==> src/rtl/bintobcd_param_if.sv <==
// Request/result bundle for the sequential binary-to-BCD converter.
interface bintobcd_param_if #(
  parameter int unsigned WIDTH  = 32,
  parameter int unsigned DIGITS = 8
);
  logic                  i_start;
  logic [WIDTH-1:0]      i_bin;
  logic                  i_signed;
  logic                  o_ready;
  logic                  o_done;
  logic [4*DIGITS-1:0]   o_bcd;
  logic                  o_neg;
  logic                  o_ovf;
  logic [DIGITS-1:0]     o_lz_mask;

  modport master (
    output i_start, i_bin, i_signed,
    input  o_ready, o_done, o_bcd, o_neg, o_ovf, o_lz_mask
  );

  modport slave (
    input  i_start, i_bin, i_signed,
    output o_ready, o_done, o_bcd, o_neg, o_ovf, o_lz_mask
  );
endinterface

==> src/rtl/bintobcd_param.sv <==
// Sequential double-dabble binary-to-BCD converter, one input bit per clock,
// with signed mode, sticky overflow saturation and a leading-zero mask.
module bintobcd_param #(
  parameter int unsigned WIDTH  = 32,
  parameter int unsigned DIGITS = 8
) (
  input  logic            i_clk,
  input  logic            i_rst,
  bintobcd_param_if.slave bus
);
  localparam int unsigned       BCD_W    = 4 * DIGITS;
  localparam int unsigned       CNT_W    = $clog2(WIDTH);
  localparam logic [CNT_W-1:0]  CNT_LAST = CNT_W'(WIDTH - 1);
  localparam logic [BCD_W-1:0]  NINES    = {DIGITS{4'h9}};
  localparam logic [DIGITS-1:0] LZ_RST   = ~DIGITS'(1);

  typedef enum logic [1:0] {S_IDLE, S_CONV, S_DONE} state_e;

  state_e             state_q, state_d;
  logic [CNT_W-1:0]   cnt_q, cnt_d;
  logic [WIDTH-1:0]   mag_q, mag_d;
  logic [BCD_W-1:0]   sr_q, sr_d;
  logic               neg_q, neg_d;
  logic               ovf_q, ovf_d;
  logic [BCD_W-1:0]   bcd_q, bcd_d;
  logic               ovf_o_q, ovf_o_d;
  logic               neg_o_q, neg_o_d;
  logic [DIGITS-1:0]  lz_q, lz_d;
  logic               done_q, done_d;
  logic               ready_q, ready_d;

  logic [BCD_W-1:0]   adj;
  logic [BCD_W-1:0]   step_bcd;
  logic               shift_out;
  logic               fin_ovf;
  logic               zero_run;
  logic [DIGITS-1:0]  lz_fin;

  // One add-3/shift iteration plus the result flags it would produce if final.
  always_comb begin
    adj = sr_q;
    for (int k = 0; k < int'(DIGITS); k++) begin
      if (sr_q[4*k +: 4] >= 4'd5) adj[4*k +: 4] = sr_q[4*k +: 4] + 4'd3;
    end
    {shift_out, step_bcd} = {adj, mag_q[WIDTH-1]};
    fin_ovf  = ovf_q | shift_out;
    zero_run = 1'b1;
    lz_fin   = '0;
    for (int k = int'(DIGITS) - 1; k >= 1; k--) begin
      zero_run  = zero_run & (step_bcd[4*k +: 4] == 4'd0);
      lz_fin[k] = zero_run & ~fin_ovf;
    end
  end

  always_comb begin
    state_d = state_q;
    cnt_d   = cnt_q;
    mag_d   = mag_q;
    sr_d    = sr_q;
    neg_d   = neg_q;
    ovf_d   = ovf_q;
    bcd_d   = bcd_q;
    ovf_o_d = ovf_o_q;
    neg_o_d = neg_o_q;
    lz_d    = lz_q;
    done_d  = 1'b0;
    unique case (state_q)
      S_IDLE: begin
        if (bus.i_start) begin
          state_d = S_CONV;
          cnt_d   = '0;
          sr_d    = '0;
          ovf_d   = 1'b0;
          neg_d   = bus.i_signed & bus.i_bin[WIDTH-1];
          // -2^(WIDTH-1) negates to itself, which is the correct unsigned magnitude
          mag_d   = neg_d ? (~bus.i_bin + WIDTH'(1)) : bus.i_bin;
        end
      end
      S_CONV: begin
        sr_d  = step_bcd;
        mag_d = {mag_q[WIDTH-2:0], 1'b0};
        ovf_d = fin_ovf;
        cnt_d = cnt_q + CNT_W'(1);
        if (cnt_q == CNT_LAST) begin
          state_d = S_DONE;
          done_d  = 1'b1;
          bcd_d   = fin_ovf ? NINES : step_bcd;
          ovf_o_d = fin_ovf;
          neg_o_d = neg_q;
          lz_d    = lz_fin;
        end
      end
      S_DONE:  state_d = S_IDLE;
      default: state_d = S_IDLE;
    endcase
    ready_d = (state_d == S_IDLE);
  end

  always_ff @(posedge i_clk) begin
    if (i_rst) begin
      state_q <= S_IDLE;
      cnt_q   <= '0;
      mag_q   <= '0;
      sr_q    <= '0;
      neg_q   <= 1'b0;
      ovf_q   <= 1'b0;
      bcd_q   <= '0;
      ovf_o_q <= 1'b0;
      neg_o_q <= 1'b0;
      lz_q    <= LZ_RST;
      done_q  <= 1'b0;
      ready_q <= 1'b1;
    end else begin
      state_q <= state_d;
      cnt_q   <= cnt_d;
      mag_q   <= mag_d;
      sr_q    <= sr_d;
      neg_q   <= neg_d;
      ovf_q   <= ovf_d;
      bcd_q   <= bcd_d;
      ovf_o_q <= ovf_o_d;
      neg_o_q <= neg_o_d;
      lz_q    <= lz_d;
      done_q  <= done_d;
      ready_q <= ready_d;
    end
  end

  assign bus.o_ready   = ready_q;
  assign bus.o_done    = done_q;
  assign bus.o_bcd     = bcd_q;
  assign bus.o_neg     = neg_o_q;
  assign bus.o_ovf     = ovf_o_q;
  assign bus.o_lz_mask = lz_q;
endmodule
==> src/flat_wrapper.sv <==
// flat-port wrapper written by rule: the top's interface ports become plain ports
module bintobcd_param_flat 
#(
  parameter int unsigned WIDTH  = 32,
  parameter int unsigned DIGITS = 8
)
  (i_clk, i_rst, bus_i_start, bus_i_bin, bus_i_signed, bus_o_ready, bus_o_done, bus_o_bcd, bus_o_neg, bus_o_ovf, bus_o_lz_mask);
  bintobcd_param_if #(.WIDTH(WIDTH), .DIGITS(DIGITS)) bus_i ();
  input  logic i_clk;
  input  logic i_rst;
  input wire logic [$bits(bus_i.i_start)-1:0] bus_i_start;
  input wire logic [$bits(bus_i.i_bin)-1:0] bus_i_bin;
  input wire logic [$bits(bus_i.i_signed)-1:0] bus_i_signed;
  output wire logic [$bits(bus_i.o_ready)-1:0] bus_o_ready;
  output wire logic [$bits(bus_i.o_done)-1:0] bus_o_done;
  output wire logic [$bits(bus_i.o_bcd)-1:0] bus_o_bcd;
  output wire logic [$bits(bus_i.o_neg)-1:0] bus_o_neg;
  output wire logic [$bits(bus_i.o_ovf)-1:0] bus_o_ovf;
  output wire logic [$bits(bus_i.o_lz_mask)-1:0] bus_o_lz_mask;
  assign bus_i.i_start = bus_i_start;
  assign bus_i.i_bin = bus_i_bin;
  assign bus_i.i_signed = bus_i_signed;
  assign bus_o_ready = bus_i.o_ready;
  assign bus_o_done = bus_i.o_done;
  assign bus_o_bcd = bus_i.o_bcd;
  assign bus_o_neg = bus_i.o_neg;
  assign bus_o_ovf = bus_i.o_ovf;
  assign bus_o_lz_mask = bus_i.o_lz_mask;
  bintobcd_param #(.WIDTH(WIDTH), .DIGITS(DIGITS)) u_core (.i_clk(i_clk), .i_rst(i_rst), .bus(bus_i));
endmodule
==> config.mk <==
export PLATFORM = sky130hd
export DESIGN_NAME = bintobcd_param_flat
export DESIGN_NICKNAME = d
export VERILOG_FILES = /design/src/rtl/bintobcd_param_if.sv /design/src/rtl/bintobcd_param.sv /design/src/flat_wrapper.sv
export SDC_FILE = /design/constraint.sdc
export NUM_CORES = 1
export LEC_CHECK = 0
export ABC_AREA = 0
export CORE_MARGIN = 2
export CORE_UTILIZATION = 45
export CTS_BUF_LIST = sky130_fd_sc_hd__clkbuf_16
export CTS_CLUSTER_SIZE = 28
export DETAILED_ROUTE_END_ITERATION = 7
export DONT_BUFFER_PORTS = 1
export HOLD_SLACK_MARGIN = 0.02
export SETUP_SLACK_MARGIN = 0.05
export SYNTH_ARGS = -nofsm -noshare
export SYNTH_HDL_FRONTEND = slang
export SYNTH_SLANG_ARGS = --single-unit
==> constraint.sdc <==
create_clock -name i_clk -period 3.6 [get_ports i_clk]
set_input_delay 1.08 -clock i_clk [delete_from_list [all_inputs] [get_ports i_clk]]
set_output_delay 1.08 -clock i_clk [all_outputs]
set_load 0.005 [all_outputs]
Yosys cells after proc, flatten, opt, wreduce, memory -nomap -nowiden
Index checks and enable logic that the tools add are counted.
Cells by class
  reductions and logical operators: 14
  equal/unequal tests: 3
  bitwise gates (word level): 18
  muxes and demuxes: 22
  $add $sub $neg: 10
  order comparisons: 8
Operator list (number)
  32-bit 2-to-1 mux: 4
  32-bit one-hot mux with 2 select lines: 2
  32-bit by 1-bit adder with 32-bit output, second input constant: 1
  4-bit by 2-bit adder with 4-bit output, second input constant: 8
  4-bit by 3-bit >= comparator with 1-bit output, second input constant: 8
  4-bit 2-to-1 mux: 8
  32-bit NOT: 1
  4-bit zero test: 7
  1-bit AND: 14
  5-bit one-hot mux with 2 select lines: 1
  2-bit AND reduction: 3
  5-bit by 1-bit adder with 5-bit output, second input constant: 1
  5-bit == test, second input constant: 1
  5-bit 2-to-1 mux: 1
  2-bit zero test: 2
  2-bit 2-to-1 mux: 2
  2-bit one-hot mux with 2 select lines: 1
  2-bit by 1-bit == test with 1-bit output, second input constant: 1
  1-bit 2-to-1 mux: 2
  2-bit != test, second input constant: 1
  1-bit NOT: 2
  1-bit one-hot mux with 2 select lines: 1
  2-bit nonzero test: 1
  2-bit OR reduction: 1
  1-bit OR: 1
Storage, ports and cells
  bits in registers: 116
  output and inout bits: 44
  bits of input ports: 36
  word-level logic and storage cells: 87

Longest topological paths before layout
Gate-level depths: netlist of the first run.
  depth after elaboration: 10
  gate-level depth with buffers: 9
  gate-level depth less buffers: 9

Least setup slack after synthesis of the first run
No wires, ideal clock.
  path type: input port to flip-flop
  start: input bus_i_bin[0]
  end: register u_core.mag_q[26]
  path slack: 759 ps
  library setup time: 131 ps
  data arrival time: 2710 ps
  stages: 9
  data required time: 3469 ps
  path buffers: 1
  path through: inv_1 -> ha_1 -> or3b_1 -> buf_6 -> nor4_4 -> nand2_2 -> o41ai_2 -> xor2_1 -> o22ai_1
On the way
  longest elaborated chain between the ends: 5
RTL lines
  from (decl): line flat_wrapper.sv:12  | input wire logic [$bits(bus_i.i_bin)-1:0] bus_i_bin;
  32-bit NOT: line bintobcd_param.sv:76  | mag_d = neg_d ? (~bus.i_bin + WIDTH'(1)) : bus.i_bin;
  32-bit by 1-bit adder with 32-bit output: line bintobcd_param.sv:76
  32-bit 2-to-1 mux: line bintobcd_param.sv:76
  32-bit 2-to-1 mux: line bintobcd_param.sv:69  | if (bus.i_start) begin
  32-bit one-hot mux with 2 select lines: line bintobcd_param.sv:67  | unique case (state_q)
  to (signal assigned): line bintobcd_param.sv:116  | mag_q <= mag_d;
  to (decl): line bintobcd_param.sv:21  | logic [WIDTH-1:0] mag_q, mag_d;
Every way passes these cells. The select of a mux whose other input is x is not followed.
A chain may end at the register's enable or synchronous reset.

Worst setup path after layout of the first run
Same ends and word-level chain as after synthesis.

==> run metrics, run 1 <==
row count=41; ys async rst share=0%; io pins=80; min-delay worst type=reg2reg; DR iter-0 viols=231; die height=between 100 and 150 µm; Post-Place Setup Slack=a little over 500 ps; post-synthesis sequential area ratio=between 40% and 50%; Crit path max-delay family=simple AND/OR/NAND/NOR gates; pwr/cell area=~490 nW/µm²; multi-input logic area=between 3000 and 4000 µm²; Syn-to-layout area delta=11.5%; worst-path maximum fanout=8; status=complete, no violations; vias in the first global route=roughly 4800; GRT Util Overall=a little over a fifth; layout cells sized above 1=around 6.8%; hold_buf cts=0; initial antenna violation count=0; relative max-transition margin=between 40 and 50%; fin cells=around 880; Slew Limit Fails=0; P_leak=between 2 and 2.5 nW; WHS=451 ps; Max Clock Freq=between 0.3 and 0.4 GHz; Syn Inst Count=about 720; maximum VDD drop=about 300 µV; largest net degree at the start of global routing=117; top_reg_cell synth=dfxtp_1; Worst-Skew Late Latency=approximately 400 ps; Post-DRT Antenna Nets=0; final-stage net count=roughly 750; post-CTS sizing=0; Mean Syn Cell Area=approximately 8.1 µm²; root buffer cell=clkbuf_16; Fillers=1228; Sink Count=between 100 and 150; Detail Placement HPWL=approximately 9000 µm; WP data required=3890 ps; CTS tree=done; most frequent cells in the layout=dfxtp_1, nor2_1, a21oi_1; #FFs+latches synth=between 100 and 150; Slew @ Worst Pin=roughly 760 ps; Worst-path clk slew=about 50 ps; final hold violations=0; Tcrit/Tclk final=about 74%; Slowest cell on crit path=nor4_4; # H-tree levels=4; kind of critical path=in2reg; CTS buffer count=17; die area=approximately 14000 µm²; cell area after synthesis=5760 µm²; Remaining Overflow, GRT=0; final setup vio count=0; Placer Congestion=slightly below 0.8; placed cells=847; Post-synth EDFFs=0; vias=between 4000 and 5000; Total Neg Setup Slack=0 ps; TritonRoute pass-1 iters=5; starting density of the core=between 40% and 50%; critical path capture point type=register; Max Cap Violations=0; postcts setup bufs=0; CP cell instances=inv_1, ha_1, or3b_1, nor4_4, nand2_2, o41ai_2, xor2_1, o22ai_1; Diodes inserted=0; RSZ-0062 raised after global routing=no; Final Skew=6.66 ps; Port Buf Inserts=0; post-route setup slack=roughly 940 ps; Avg WL per Cell=15.7 µm; Synth cell types=50; slowest stage delay, CP=between 500 and 600 ps; commonest non-fill, non-tap cell in the layout=dfxtp_1; min cycle time layout=2660 ps; DRT Wirelength=13800 µm; worst reg2reg setup slack=1020 ps; Post-Route Utilization=approximately half; Worst EP arrival=just under 3000 ps; DR DRC count=0; core area=12600 µm²; Worst Path Buf+Inv=1; Die Width=117 µm; Sequential Area=between 2000 and 2500 µm²; syn_nets=771; vias per cell=roughly 5.6; YS warnings=0; clock buffer depth=2; first-pass GRT wire length=around 23000 µm; Critical Path Source Type=primary input
stage by stage:
| step | cell area (µm²) | power, W |
|---|---|---|
| after floorplan | 5760 | 0.00152 |
| after global placement | 5850 | 0.00154 |
| after detailed placement | 5850 | 0.00154 |
| after CTS | 6430 | 0.00318 |
| after global routing | 6430 | 0.00327 |
| final | 6430 | 0.00315 |
power by group:
group	switching, W	leakage, nW	internal (W)
sequential	0.0000207	0.942	0.00132
combinational	0.000106	1.13	0.0000690
clock	0.000567	0.293	0.00107
total	0.000693	2.36	0.00246
cell type report:
cell class,instances,share of cell area [%]
Clock buffer,17,6.62
Clock inverter,15,2.30
Inverter,25,1.46
Multi-Input combinational cell,525,49.1
Sequential cell,116,36.1
Tap cell,172,3.35
Timing Repair Buffer,9,1.05
worst min-delay path, delay by kind of cell (launching register included):
kind	cells	cell delay, ps
simple gates	1	50
flops	1	310
compound gates	1	50
sequential cells by signal, indices dropped and copies added, names as in the netlist:
signal and cells:
u_core.bus.o_bcd 32, u_core.mag_q 32, u_core.sr_q 32, u_core.bus.o_lz_mask 7, u_core.cnt_q 5, u_core.state_q 2, u_core.bus.o_done 1, u_core.bus.o_neg 1
u_core.bus.o_ovf 1, u_core.bus.o_ready 1, u_core.neg_q 1, u_core.ovf_q 1
Yosys cell counts (all sizes together), types with 3 or more instances:
library cell / count / share of area, %
a21oi: 77 / 6.7
a22oi: 58 / 7.6
a311oi: 5 / 0.76
a31oi: 5 / 0.54
a41oi: 5 / 0.76
and2: 3 / 0.33
buf: 8 / 0.76
clkbuf: 42 / 2.7
dfxtp: 116 / 40
ha: 19 / 4.1
inv: 25 / 1.6
mux2i: 8 / 1.4
nand2: 69 / 4.6
nand2b: 15 / 1.6
nand3: 15 / 1.3
nand4: 3 / 0.33
nor2: 92 / 6.0
nor2b: 3 / 0.33
nor3: 30 / 2.6
nor3b: 8 / 1.0
nor4: 11 / 1.8
o21ai: 25 / 2.2
o22ai: 7 / 0.76
o31ai: 5 / 0.65
or3: 3 / 0.33
or4: 5 / 0.72
xnor2: 22 / 3.3
xor2: 15 / 2.3
cells by family after synthesis:
kind of cell	share of synthesized area, %
xor gates and xnor gates	5.62
DFF	40.3
other	0.0651
adders and majority gates	4.12
AOI/OAI and AO/OA	20.9
muxes	1.58
and+or+nand+nor	22.3
buffers and inverters	5.12
layer usage:
metal / up-vias / GRT usage, % / routed length [µm]
li1: 2483 / - / -
met1: 2310 / 25.2 / 6040
met2: 131 / 35.6 / 6590
met3: 17 / 6.75 / 936
met4: 0 / 6.51 / 207
met5: - / 0 / 0
final timing paths:
kind                   startpoint  cells after the start                 endpoint
setup / recovery     bus_i_bin[0]                      8         u_core.mag_q[26]
setup reg to reg  u_core.cnt_q[0]                      9  u_core.bus.o_lz_mask[1]
hold reg to reg   u_core.mag_q[0]                      2          u_core.mag_q[0]
hold / removal    u_core.mag_q[0]                      2          u_core.mag_q[0]
No activity file was read; power rests on OpenSTA's default activity.
==> run 2, diff against run 1 <==
- clock period: 3.6 -> 2.7 ns (I/O delays scaled with it)
==> run 2 against run 1 <==
Effect of this change:
- register-to-register slack got worse by 670 ps
- highest routed layer unchanged
- core utilization is 1.1 points higher
- sequential power grew 34%
- critical path depth rose by 1
- die area stayed put
- first-iteration DRC count is 69% higher
- wire length down 1.2%
- critical path type is now reg2reg
==> run metrics, run 2 (synthesized netlist as in run 1, its figures left out) <==
status=complete, no violations; critical path capture point type=register; Worst Reg-to-Reg Cells=9 (unchanged); kind of critical path=reg2reg; clock buffer depth=2 (unchanged); post-CTS sizing=0 (unchanged); worst-path maximum fanout=4 (-4); Post-Place Setup Slack=92.9 ps (-420 ps); pwr/cell area=677 nW/µm² (+38%); Placer Congestion=0.810 (+3.3%); WP data required=3020 ps (-870 ps); R2R Path End=u_core.bus.o_lz_mask[1]; RSZ-0062 raised after global routing=no; Sink Count=116 (unchanged); Total Neg Setup Slack=0 ps (unchanged); power share of the clock group=54.4% (+2.6 points); Critical Path Source Type=register; core area=12600 µm² (unchanged); Diodes inserted=0 (unchanged); vias per cell=5.61 (-0.17%); Tot Pwr=0.00445 W (+41%); Slew @ Worst Pin=674 ps (-90.9 ps); Die Width=117 µm (unchanged); Worst-Skew Late Latency=410 ps (about the same); Flop pwr share=40.2% (-2.4 points); most frequent cells in the layout=dfxtp_1, nor2_1, a21oi_1; layout cells sized above 1=8.24% (+1.5 points); Final Skew=7.55 ps (+0.888 ps); worst setup path endpoint=u_core.bus.o_lz_mask[1]; vias=4983 (+0.85%); final setup vio count=0 (unchanged); worst reg2reg setup slack=350 ps (-670 ps); final-stage net count=758 (+1.2%); Port Buf Inserts=0 (unchanged); DR iter-0 viols=391 (+69%); Avg WL per Cell=15.3 µm (-2.2%); Remaining Overflow, GRT=0 (unchanged); Detail Placement HPWL=9430 µm (+3.2%); CTS tree=done; DRT Wirelength=13600 µm (-1.2%); DR DRC count=0 (unchanged); largest net degree at the start of global routing=117 (unchanged); internal power=0.00349 W (+42%); GRT Util Overall=20.8% (-0.12 points); hold_buf cts=0 (unchanged); first-pass GRT wire length=22500 µm (-0.67%); Max Clock Freq=~0.43 GHz; die height=117 µm (unchanged); Syn-to-layout area delta=14.0%; Post-DRT Antenna Nets=0 (unchanged); relative max-transition margin=55.0% (+6.0 points); Tcrit/Tclk final=86.9%; Worst EP arrival=2670 ps (-280 ps); post-route setup slack=355 ps (-590 ps); cell count of the worst hold path=2 (unchanged); min-delay worst type=reg2reg; min cycle time layout=roughly 2300 ps; die area=13700 µm² (unchanged); CTS buffer count=17 (unchanged); commonest non-fill, non-tap cell in the layout=dfxtp_1; Sw Pwr=0.000964 W (+39%); Max Cap Violations=0 (unchanged); combinational share of power=5.4% (-0.2 points); final hold violations=0 (unchanged); Slew Limit Fails=0 (unchanged); postcts setup bufs=0 (unchanged); CP startpoint=u_core.cnt_q[0]; vias in the first global route=4710 (-1.0%); TritonRoute pass-1 iters=5 (unchanged); FF-to-FF Start=u_core.cnt_q[0]; starting density of the core=45.9% (unchanged); WHS=451 ps (-0.378 ps); Worst-path clk slew=60 ps (about the same); P_leak=2.43 nW (+2.7%); initial antenna violation count=0 (unchanged); root buffer cell=clkbuf_16; io pins=80 (unchanged); switching part of the total=21.7% (-0.35 points); row count=41 (unchanged); # H-tree levels=4 (unchanged); maximum VDD drop=423 µV (+38%)
## run 2: changes by cell type in the layout (fill, tap and decap cells not counted), sizes merged
cell,change
buf,+9
bufinv,+2
clkinv,-2
clkinvlp,+1
inv,-1
## run 2: worst min path at each step
stage / start / to / slack (ps)
floorplan: u_core.mag_q[0] / u_core.mag_q[0] / 430
detailed placement: u_core.mag_q[0] / u_core.mag_q[0] / 440
finish: u_core.mag_q[0] / u_core.mag_q[0] / 450
global route: i_rst / u_core.mag_q[8] / 450
global placement: u_core.mag_q[0] / u_core.mag_q[0] / 440
CTS: i_rst / u_core.mag_q[5] / 450
## run 2: layout make-up
| type | count | area, µm² |
|---|---|---|
| Fill cell | 1186 | 6000 |
| Tap cell | 172 | 215 |
| Clock buffer | 17 | 425 |
| Timing Repair Buffer | 18 | 135 |
| Sequential cell | 116 | 2320 |
| Inverter | 25 | 93.8 |
| Multi-Input combinational cell | 525 | 3160 |
| Clock inverter | 15 | 214 |
## run 2: critical path, stage by stage, from the launching register on
cell	delay, ps
dfxtp_1	370
ha_1	200
and3_1	160
ha_1	200
nand3b_1	110
a211oi_1	200
and3b_1	220
nor4b_4	250
nand4_1	260
o31ai_1	290
## run 2: routing by layer
layer	GRT usage, %	part of all wire [%]
met4	8.08	1.6
met3	6.02	6.6
met1	24.9	43
met2	35.2	49
met5	0	0
## run 2: metrics by stage
step	area, µm²	utilization (%)	cells
4_1_cts	6560	52.2	888
6_report	6570	52.3	888
3_5_place_dp	5920	47.1	856
3_3_place_gp	5920	47.1	856
5_1_grt	6570	52.3	888
2_1_floorplan	5760	-	716
## run 2: power by group through the flow
stage	Combinational (W)	Clock, W	Sequential [W]
finish	0.000239	0.00242	0.00179
global route	0.000272	0.00254	0.00179
CTS	0.000242	0.00247	0.00179
detailed placement	0.000241	0	0.00182
global placement	0.000237	0	0.00182
floorplan	0.000215	0	0.00182
